`config.mk`:
```
export PLATFORM = sky130hd
export DESIGN_NAME = cv32e40p_x_offload_tracker
export DESIGN_NICKNAME = d
export VERILOG_FILES = /design/src/rtl/cv32e40p_x_offload_tracker_pkg.sv /design/src/rtl/cv32e40p_x_rd_scoreboard.sv /design/src/rtl/cv32e40p_x_offload_tracker.sv
export SDC_FILE = /design/constraint.sdc
export NUM_CORES = 1
export LEC_CHECK = 0
export BUFFER_PORTS_ARGS = -buffer_cell sky130_fd_sc_hd__buf_2
export CORE_ASPECT_RATIO = 1.1
export CORE_MARGIN = 4
export CORE_UTILIZATION = 60
export CTS_CLUSTER_SIZE = 10
export DETAILED_ROUTE_END_ITERATION = 16
export PLACE_DENSITY_LB_ADDON = 0.12
export SETUP_SLACK_MARGIN = 0.15
export SLEW_MARGIN = 20
export SYNTH_ARGS = -nofsm -noshare
export SYNTH_HDL_FRONTEND = slang
export SYNTH_SLANG_ARGS = --single-unit
```
`constraint.sdc`:
```
create_clock -name clk -period 4 [get_ports clk]
set_clock_uncertainty 0.05 [all_clocks]
set_input_delay 0.8 -clock clk [delete_from_list [all_inputs] [get_ports clk]]
set_output_delay 0.8 -clock clk [all_outputs]
set_load 0.05 [all_outputs]
```
`src/rtl/cv32e40p_x_offload_tracker_pkg.sv`:
```
// Shared XIF types and constants for the offload tracker and its scoreboard.
// Port bundles mirror the CORE-V-XIF issue/commit/result channels.
package cv32e40p_x_offload_tracker_pkg;

  localparam int unsigned XIF_ID_WIDTH = 4;
  localparam int unsigned XIF_NUM_GPR  = 32;
  localparam int unsigned RD_WIDTH     = 5;

  typedef struct packed {
    logic                valid;
    logic [RD_WIDTH-1:0] rd;
    logic                wb;
  } x_entry_t;

  typedef struct packed {
    logic                    valid;
    logic [XIF_ID_WIDTH-1:0] id;
  } x_issue_req_t;

  typedef struct packed {
    logic accept;
    logic writeback;
  } x_issue_resp_t;

  typedef struct packed {
    logic                    valid;
    logic [XIF_ID_WIDTH-1:0] id;
    logic                    kill;
  } x_commit_t;

  typedef struct packed {
    logic                    valid;
    logic [XIF_ID_WIDTH-1:0] id;
  } x_result_t;

  // Register 0 is hardwired, so only writebacks to rd != 0 occupy the scoreboard.
  function automatic logic rd_tracked(input logic [RD_WIDTH-1:0] rd, input logic wb);
    return wb && (rd != '0);
  endfunction

endpackage

```
`src/rtl/cv32e40p_x_rd_scoreboard.sv`:
```
// Destination-register busy vector: set on an accepted writeback offload,
// cleared when the matching result retires. Bit 0 never becomes busy.
module cv32e40p_x_rd_scoreboard
  import cv32e40p_x_offload_tracker_pkg::*;
#(
  parameter int unsigned NUM_GPR = XIF_NUM_GPR
) (
  input  logic                clk,
  input  logic                rst_n,
  input  logic                set_valid_i,
  input  logic [RD_WIDTH-1:0] set_rd_i,
  input  logic                clr_valid_i,
  input  logic [RD_WIDTH-1:0] clr_rd_i,
  output logic [NUM_GPR-1:0]  busy_o
);

  logic [NUM_GPR-1:0] busy_q;
  logic [NUM_GPR-1:0] busy_d;
  logic [NUM_GPR-1:0] set_mask;
  logic [NUM_GPR-1:0] clr_mask;

  always_comb begin
    set_mask = '0;
    clr_mask = '0;
    if (set_valid_i) set_mask = NUM_GPR'(1) << set_rd_i;
    if (clr_valid_i) clr_mask = NUM_GPR'(1) << clr_rd_i;
    busy_d    = (busy_q & ~clr_mask) | set_mask;
    busy_d[0] = 1'b0;
  end

  always_ff @(posedge clk or negedge rst_n) begin
    if (!rst_n) begin
      busy_q <= '0;
    end else begin
      busy_q <= busy_d;
    end
  end

  assign busy_o = busy_q;

endmodule

```
`src/rtl/cv32e40p_x_offload_tracker.sv`:
```
// Core-side XIF offload tracker: allocates IDs, emits one commit per issue,
// tracks accepted offloads per ID and retires them on results.
module cv32e40p_x_offload_tracker
  import cv32e40p_x_offload_tracker_pkg::*;
#(
  parameter int unsigned X_ID_WIDTH = XIF_ID_WIDTH,
  parameter int unsigned NUM_GPR    = XIF_NUM_GPR
) (
  input  logic                  clk,
  input  logic                  rst_n,
  input  logic                  offload_valid_i,
  input  logic [RD_WIDTH-1:0]   offload_rd_i,
  input  logic                  offload_kill_i,
  output logic                  offload_ready_o,
  output logic                  x_issue_valid_o,
  input  logic                  x_issue_ready_i,
  output logic [X_ID_WIDTH-1:0] x_issue_id_o,
  input  logic                  x_issue_accept_i,
  input  logic                  x_issue_writeback_i,
  output logic                  x_commit_valid_o,
  output logic [X_ID_WIDTH-1:0] x_commit_id_o,
  output logic                  x_commit_kill_o,
  input  logic                  x_result_valid_i,
  output logic                  x_result_ready_o,
  input  logic [X_ID_WIDTH-1:0] x_result_id_i,
  output logic [NUM_GPR-1:0]    rd_busy_o,
  output logic [X_ID_WIDTH:0]   outstanding_o,
  output logic                  idle_o,
  output logic                  err_o
);

  localparam int unsigned NUM_ID = 2 ** X_ID_WIDTH;

  x_entry_t              entry_q [NUM_ID];
  x_entry_t              entry_d [NUM_ID];
  logic [X_ID_WIDTH-1:0] next_id_q;
  logic [X_ID_WIDTH:0]   outstanding_q;
  logic                  commit_valid_q;
  logic [X_ID_WIDTH-1:0] commit_id_q;
  logic                  commit_kill_q;
  logic                  err_q;
  logic                  result_ready_q;

  logic                  rd_blocked;
  logic                  issue_valid;
  logic                  issue_hs;
  logic                  alloc;
  logic                  res_fire;
  logic                  retire;
  x_entry_t              res_entry;
  logic [NUM_GPR-1:0]    rd_busy;

  // The scoreboard is registered, so a result freeing rd unblocks the issue one cycle later.
  assign rd_blocked  = rd_busy[offload_rd_i] & (offload_rd_i != '0);
  assign issue_valid = offload_valid_i & ~entry_q[next_id_q].valid & ~rd_blocked;
  assign issue_hs    = issue_valid & x_issue_ready_i;
  assign alloc       = issue_hs & x_issue_accept_i & ~offload_kill_i;
  assign res_fire    = x_result_valid_i & result_ready_q;
  assign res_entry   = entry_q[x_result_id_i];
  assign retire      = res_fire & res_entry.valid;

  // Allocation and retirement never target the same ID: allocation needs a free entry.
  always_comb begin
    for (int i = 0; i < int'(NUM_ID); i++) begin
      entry_d[i] = entry_q[i];
      if (retire && (x_result_id_i == X_ID_WIDTH'(i))) begin
        entry_d[i].valid = 1'b0;
      end
      if (alloc && (next_id_q == X_ID_WIDTH'(i))) begin
        entry_d[i].valid = 1'b1;
        entry_d[i].rd    = offload_rd_i;
        entry_d[i].wb    = x_issue_writeback_i;
      end
    end
  end

  always_ff @(posedge clk or negedge rst_n) begin
    if (!rst_n) begin
      for (int i = 0; i < int'(NUM_ID); i++) begin
        entry_q[i] <= '0;
      end
    end else begin
      for (int i = 0; i < int'(NUM_ID); i++) begin
        entry_q[i] <= entry_d[i];
      end
    end
  end

  always_ff @(posedge clk or negedge rst_n) begin
    if (!rst_n) begin
      next_id_q      <= '0;
      outstanding_q  <= '0;
      commit_valid_q <= 1'b0;
      commit_id_q    <= '0;
      commit_kill_q  <= 1'b0;
      err_q          <= 1'b0;
      result_ready_q <= 1'b0;
    end else begin
      result_ready_q <= 1'b1;
      err_q          <= res_fire & ~res_entry.valid;
      commit_valid_q <= issue_hs;
      if (issue_hs) begin
        next_id_q     <= next_id_q + 1'b1;
        commit_id_q   <= next_id_q;
        commit_kill_q <= offload_kill_i | ~x_issue_accept_i;
      end
      case ({alloc, retire})
        2'b10:   outstanding_q <= outstanding_q + 1'b1;
        2'b01:   outstanding_q <= outstanding_q - 1'b1;
        default: outstanding_q <= outstanding_q;
      endcase
    end
  end

  cv32e40p_x_rd_scoreboard #(
    .NUM_GPR (NUM_GPR)
  ) u_rd_scoreboard (
    .clk         (clk),
    .rst_n       (rst_n),
    .set_valid_i (alloc & rd_tracked(offload_rd_i, x_issue_writeback_i)),
    .set_rd_i    (offload_rd_i),
    .clr_valid_i (retire & rd_tracked(res_entry.rd, res_entry.wb)),
    .clr_rd_i    (res_entry.rd),
    .busy_o      (rd_busy)
  );

  assign offload_ready_o  = issue_hs;
  assign x_issue_valid_o  = issue_valid;
  assign x_issue_id_o     = next_id_q;
  assign x_commit_valid_o = commit_valid_q;
  assign x_commit_id_o    = commit_id_q;
  assign x_commit_kill_o  = commit_kill_q;
  assign x_result_ready_o = result_ready_q;
  assign rd_busy_o        = rd_busy;
  assign outstanding_o    = outstanding_q;
  assign idle_o           = (outstanding_q == '0);
  assign err_o            = err_q;

endmodule

```
* After elaboration in Yosys (flattened, before gate mapping)
Index checks and enable logic that the tools add are counted.
Word-level totals: latch bits 0, bits of input ports 17, output and inout port bits 52, RAM bits 0, logic and storage cells 217, register bits 160, memory bits (read-only) 0, memories 0
Cells by class: divide/modulo/power cells 0, magnitude comparators 3, multiply operators 0, reductions and logical operators 56, equality and inequality tests 32, multiplexer cells 43, bitwise operators 22, add/sub/neg operators 3, shift-type cells 2
Operators with widths (number):
- 7-bit 2-to-1 mux | 20
- 4-bit == test, second input constant | 16
- 32-bit 2-to-1 mux | 2
- 1-bit by 5-bit left shift with 32-bit output, first input constant | 2
- 7-bit binary-select mux with 4-bit select | 2
- 1-bit logical AND | 34
- 2-bit nonzero test | 17
- 32-bit AND | 1
- 4-bit by 3-bit == test with 1-bit output, second input constant | 8
- 32-bit inverter | 1
- 32-bit OR | 1
- 1-bit 2-to-1 mux | 17
- 4-bit by 2-bit == test with 1-bit output, second input constant | 4
- 1-bit AND | 11
- 5-bit greater-or-equal comparator, second input constant | 2
- 4-bit inverter with 5-bit output | 2
- 5-bit case mux with 2 select lines | 1
- 5-bit nonzero test | 2
- 4-bit by 1-bit == test with 1-bit output, second input constant | 2
- 4-bit logical NOT | 2
- 5-bit by 6-bit < comparator with 1-bit output, second input constant | 1
- 5-bit by 1-bit adder with 5-bit output, second input constant | 1
- 1-bit binary-select mux with 5-bit select | 1
- 5-bit logical NOT | 1
- other kinds (6) | 10

* Depth between registers and ports, before layout
word-level depth 13, depth in mapped cells 18, mapped depth without buffers 16

* Cells and area by module
Synthesis repeated with hierarchy kept, for this count alone.
Unflattened totals: cell total of the unflattened synthesis 607, area total of the unflattened synthesis 8079.0 um2
Modules (own cells, without submodules):
- cv32e40p_x_offload_tracker | times used 1, cells each 478, area an instance 6749.0 um2, seq. area each 3228.1 um2
- cv32e40p_x_rd_scoreboard | times used 1, cells each 129, area an instance 1330.0 um2, seq. area each 775.7 um2

* Least setup slack after synthesis
OpenSTA, ideal clock, no wires.
path kind input -> register, start point input port offload_rd_i[1], end point register outstanding_q[4] (netlist: outstanding_o[4]), setup slack -0.469 ns, stages 16, arrival 4.275 ns, path through buf_2 buf_2 mux2_2 or3_1 nand4_1 and3_1 nand2_1 inv_1 nand2_1 ha_1 ha_1 a21o_1 a21oi_1 xnor2_1 nor2_1 xor2_1
On the way: word-level cells in the longest chain between the ends 10, elaborated cells on any way between the ends 13, classes of those cells eq/ne (2); mux (3); bitwise (6); reduce/logical (2)
RTL lines:
- start, declared | RTL line cv32e40p_x_offload_tracker.sv:12 | input logic [RD_WIDTH-1:0] offload_rd_i,
- 1-bit binary-select mux with 5-bit select | RTL line cv32e40p_x_offload_tracker.sv:54 | assign rd_blocked = rd_busy[offload_rd_i] & (offload_rd_i != '0);
- 1-bit 2-to-1 mux (not written as such) | RTL line cv32e40p_x_offload_tracker.sv:54
- 1-bit AND (*) | RTL line cv32e40p_x_offload_tracker.sv:54
- 1-bit inverter (*) | RTL line cv32e40p_x_offload_tracker.sv:55 | assign issue_valid = offload_valid_i & ~entry_q[next_id_q].valid & ~rd_blocked;
- 1-bit AND (*) | RTL line cv32e40p_x_offload_tracker.sv:55
- 1-bit AND (*) | RTL line cv32e40p_x_offload_tracker.sv:56 | assign issue_hs = issue_valid & x_issue_ready_i;
- via offload_ready_o | RTL line cv32e40p_x_offload_tracker.sv:14 | output logic offload_ready_o,
- 1-bit AND (*) (2 in series) | RTL line cv32e40p_x_offload_tracker.sv:57 | assign alloc = issue_hs & x_issue_accept_i & ~offload_kill_i;
- 2-bit by 1-bit == test with 1-bit output / 2-bit == test (equally long branches) | RTL line cv32e40p_x_offload_tracker.sv:107 | case ({alloc, retire})
- 5-bit case mux with 2 select lines / 2-bit nonzero test (equally long branches)
- end signal, assigned | RTL line cv32e40p_x_offload_tracker.sv:108 | 2'b10: outstanding_q <= outstanding_q + 1'b1;
- end signal, assigned | RTL line cv32e40p_x_offload_tracker.sv:109 | 2'b01: outstanding_q <= outstanding_q - 1'b1;
- end signal, assigned | RTL line cv32e40p_x_offload_tracker.sv:110 | default: outstanding_q <= outstanding_q;
- end, declared | RTL line cv32e40p_x_offload_tracker.sv:37 | logic [X_ID_WIDTH:0] outstanding_q;
The timed path passes the listed nets; every way through them passes the cells marked *. The select of a mux whose other input is x is not followed. A chain may end at the register's enable or synchronous reset.

* Final worst setup path
start point input port offload_rd_i[0], end point output port offload_ready_o
On the way: word-level cells in the longest chain between the ends 6, elaborated cells on any way between the ends 7, classes of those cells mux (2); bitwise (4); reduce/logical (1)
RTL lines (RTL line):
- 1-bit binary-select mux with 5-bit select | cv32e40p_x_offload_tracker.sv:54
- 1-bit 2-to-1 mux (not written as such) | cv32e40p_x_offload_tracker.sv:54
- 1-bit AND (*) | cv32e40p_x_offload_tracker.sv:54
- 1-bit inverter (*) | cv32e40p_x_offload_tracker.sv:55
- 1-bit AND (*) | cv32e40p_x_offload_tracker.sv:55
- 1-bit AND (*) | cv32e40p_x_offload_tracker.sv:56
- end, declared | cv32e40p_x_offload_tracker.sv:14
Mark *: on every way between the ends. The rest lies on a longest branch, timed or not. The select of a mux whose other input is x is not followed.

==> key figures <==
Power
  • Switching share of power: 34.1%
  • Combinational share of power: 28.6%
  • Clock Power Share: 31.8%
  • Max VDD drop: 0.345 mV
  • Leak: 4.48 nW
  • Sw power: 1.96 mW
  • Sequential power share: 39.5%
  • Total Power: 5.75 mW
  • P_int: 3.79 mW
  • PD cells: 611 mW/mm²

CTS
  • CTS tree: built
  • H-tree Lvls: 4
  • Total CTS buffers: 17
  • CTS hold repair buffers: 0
  • Clock slew seen by the registers of the worst setup and hold paths: 0.06 ns
  • CTS Sinks: 160
  • Later-pin clock latency in the skew report: 0.43 ns
  • CTS root buf: clkbuf_16
  • Postcts setup bufs: 0
  • Post_cts resized: 0
  • Clock buffer depth: 2

Yosys
  • Post-synthesis sequential area ratio: 49.3%
  • Top-count cell post-synth: dfrtp_1
  • Main flop type after synthesis: dfrtp_1
  • Number of synthesized register bits: 160
  • Synth Cell Area: 0.00812 mm²
  • Number of flops mapped to enable cells by yosys: 0
  • Cells after Synth: 659
  • Yosys top cell by area: dfrtp_1
  • Netlist cell types: 50
  • Syn_nets: 685
  • Main area contributors after synthesis: dfrtp_1 49%, mux2_2 14%, mux4_2 7.8%
  • Commonest cells post-synth: 160 x dfrtp_1, 102 x mux2_2, 62 x o31ai_1, 59 x nand2_1, 30 x clkbuf_1
  • Total number of yosys warnings: 0
  • Area share of the leading cell type in the synthesized netlist: 49.3%
  • Syn avg cell area: 12.3 µm²
  • Fraction of registers with async set/reset: 100%

Global route
  • GRT Resource Usage Total: 27.7%
  • Grt total ovfl: 0
  • First-pass GRT wire length: 33200 µm
  • Antenna violations before repair: 0
  • Gr busiest metal: met2
  • Number of global-route vias before repair: 6102
  • GR Util met2: 46.1%
  • Met1 Use GR: 36.8%
  • Largest net degree at the start of global routing: 80
  • Grt met3 use: 5.07%

Finish
  • Layout area overhead: 16.0%
  • Final net count: 758
  • Final Cell Area: 0.00942 mm²
  • Share of layout cells above drive strength 1: 37.4%
  • Fillcell total: 945
  • Ant diodes: 0

Critical path
  • Reg2Reg Setup Slack: 0.65 ns
  • Crit path kind: input port to output pin
  • Worst-case reg-to-reg path depth: 17
  • Critical Path AT: 2.72 ns
  • Critical Path Start Type: input port
  • Crit path required time: 3.15 ns
  • Worst flop-to-flop path startpoint: x_issue_id_o[2]
  • Crit path to: offload_ready_o
  • Crit end category: output pin
  • Worst-path maximum fanout: 30
  • R2r endpoint: outstanding_o[4]
  • CP startpoint: offload_rd_i[0]

Route
  • WL/cell: 22.2 µm
  • Routed WL: 20100 µm
  • Drt pass-1 iters: 5
  • Vias per inst: 6.52
  • Number of routed nets with antenna violations: 0
  • Post-detailed-route DRC marker count: 0
  • Iter 0 DRT Violations: 433
  • Routed via count: 5907

Die
  • Die extent in x: 119 µm
  • Io pins: 69
  • Starting Density: 61.4%
  • Total Die Area: 0.0155 mm²
  • Vert. Die Dim: 130 µm
  • Core ar.: 0.0132 mm²
  • Rows: 44

STA
  • Period utilization: 89.2%
  • Setup Total Neg Slack: 0 ns
  • Final hold vios: 0
  • Pins over their slew limit: 0
  • Final setup fails: 0
  • Final WS setup: 0.434 ns
  • Slew margin rel.: 43.4%
  • Final min period: 3.57 ns
  • Hold slack: 0.350 ns
  • RSZ-0062 raised after global routing: no
  • Slew @ Worst Pin: 0.848 ns
  • Fmax: 280 MHz

Placed design
  • RePlAce Congestion: 0.890
  • Placed cell area: 0.00875 mm²
  • Port Buffers: 67
  • DPL Wire Length: 13800 µm
  • Dpl ws: 0.155 ns

Run status
  • Status: finished clean

Run
  • Maximum capacitance violations: 0

Min path
  • Min-Delay Path Class: input port to async pin
cell type report:
class / count / area (µm²) / area share [%]
well taps: 161 / 201 / 2.14
flip-flops and latches: 160 / 4010 / 42.5
multi-input cells: 448 / 3950 / 41.9
repair buffers: 95 / 552 / 5.86
clock inverters: 13 / 235 / 2.50
inverters: 10 / 43.8 / 0.465
clock buffers: 19 / 433 / 4.60
metrics by stage:
step,std cells,utilization [%]
global placement,873,66.2
detailed placement,874,66.2
global route,906,71.3
floorplan,659,-
finish,906,71.3
CTS,906,71.3
placed cells by master (no fill, tap or decap), types with 4 or more instances in the layout:
| cell type | netlist | layout |
|---|---|---|
| or3_1 | 5 | 5 |
| nor4_4 | 5 | 5 |
| dfrtp_1 | 160 | 159 |
| nor2b_1 | 13 | 13 |
| a22oi_1 | 4 | 4 |
| nand2_1 | 59 | 57 |
| a211oi_1 | 5 | 5 |
| mux4_2 | 28 | 28 |
| nand2b_1 | 15 | 15 |
| xor2_1 | 5 | 5 |
| ha_1 | 8 | 6 |
| a21oi_1 | 8 | 7 |
| and4_1 | 5 | 5 |
| nor3_2 | 4 | 4 |
| mux2i_1 | 18 | 18 |
| o31ai_1 | 62 | 62 |
| buf_2 | 7 | 66 |
| clkbuf_16 | 0 | 17 |
| o21ai_0 | 20 | 20 |
| nand4_1 | 15 | 15 |
| mux2_2 | 102 | 102 |
| nor2_1 | 16 | 16 |
| buf_4 | 1 | 28 |
| bufinv_16 | 0 | 6 |
| nand3_1 | 13 | 13 |
| inv_1 | 10 | 8 |
worst min path at each step:
stage / from / to / slack (ns) / depth (start not counted)
final: rst_n / u_rd_scoreboard.busy_o[16] / 0.35 / 1
after global routing: rst_n / u_rd_scoreboard.busy_o[18] / 0.41 / 1
after CTS: rst_n / u_rd_scoreboard.busy_o[18] / 0.38 / 1
after detailed placement: entry_q[82] / entry_q[82] / 0.43 / 1
after global placement: entry_q[82] / entry_q[82] / 0.42 / 1
after floorplan: entry_q[82] / entry_q[82] / 0.40 / 1
critical path: stages:
cell and delay, ns:
buf_2 0.11, buf_4 0.32, mux2_2 0.37, nand2_1 0.06, a31oi_1 0.10, nor4_1 0.27, buf_4 0.22, nand2_4 0.07
clkinvlp_4 0.12, buf_2 0.28
state kept, by name (all words and copies together) (netlist names):
| signal | cells |
|---|---|
| entry_q | 112 |
| u_rd_scoreboard.busy_o | 31 |
| outstanding_o | 5 |
| x_commit_id_o | 4 |
| x_issue_id_o | 4 |
| err_o | 1 |
| x_commit_kill_o | 1 |
| x_commit_valid_o | 1 |
| x_result_ready_o | 1 |
logic make-up (layout without fill, tap and decap cells):
kind of cell             Yosys count  in the layout  synth area share (%)
AND/OR/NAND/NOR                  169            169                  11.9
multiplexers                     149            149                  24.3
buffers and inverters             51            137                  2.60
XOR/XNOR                           8              8                 0.863
flip-flops                       160            160                  49.3
adder cells (fa/ha/maj)            9              9                  1.48
AO/OA/AOI/OAI                    111            111                  9.43
other                              2              2                0.0925
layer usage:
metal | part of all wire (%) | wire (µm)
met2 | 49 | 9850
met5 | 0 | 0
met1 | 43 | 8680
met4 | 2.2 | 451
met3 | 5.8 | 1170
power groups by stage:
stage	clock network [mW]	logic, mW	registers [mW]
2_1_floorplan	0	0.999	2.50
3_3_place_gp	0	1.60	2.27
3_5_place_dp	0	1.64	2.30
4_1_cts	1.85	1.65	2.27
5_1_grt	1.92	1.77	2.33
6_report	1.83	1.65	2.27
Power figures use the tool's default switching activity.
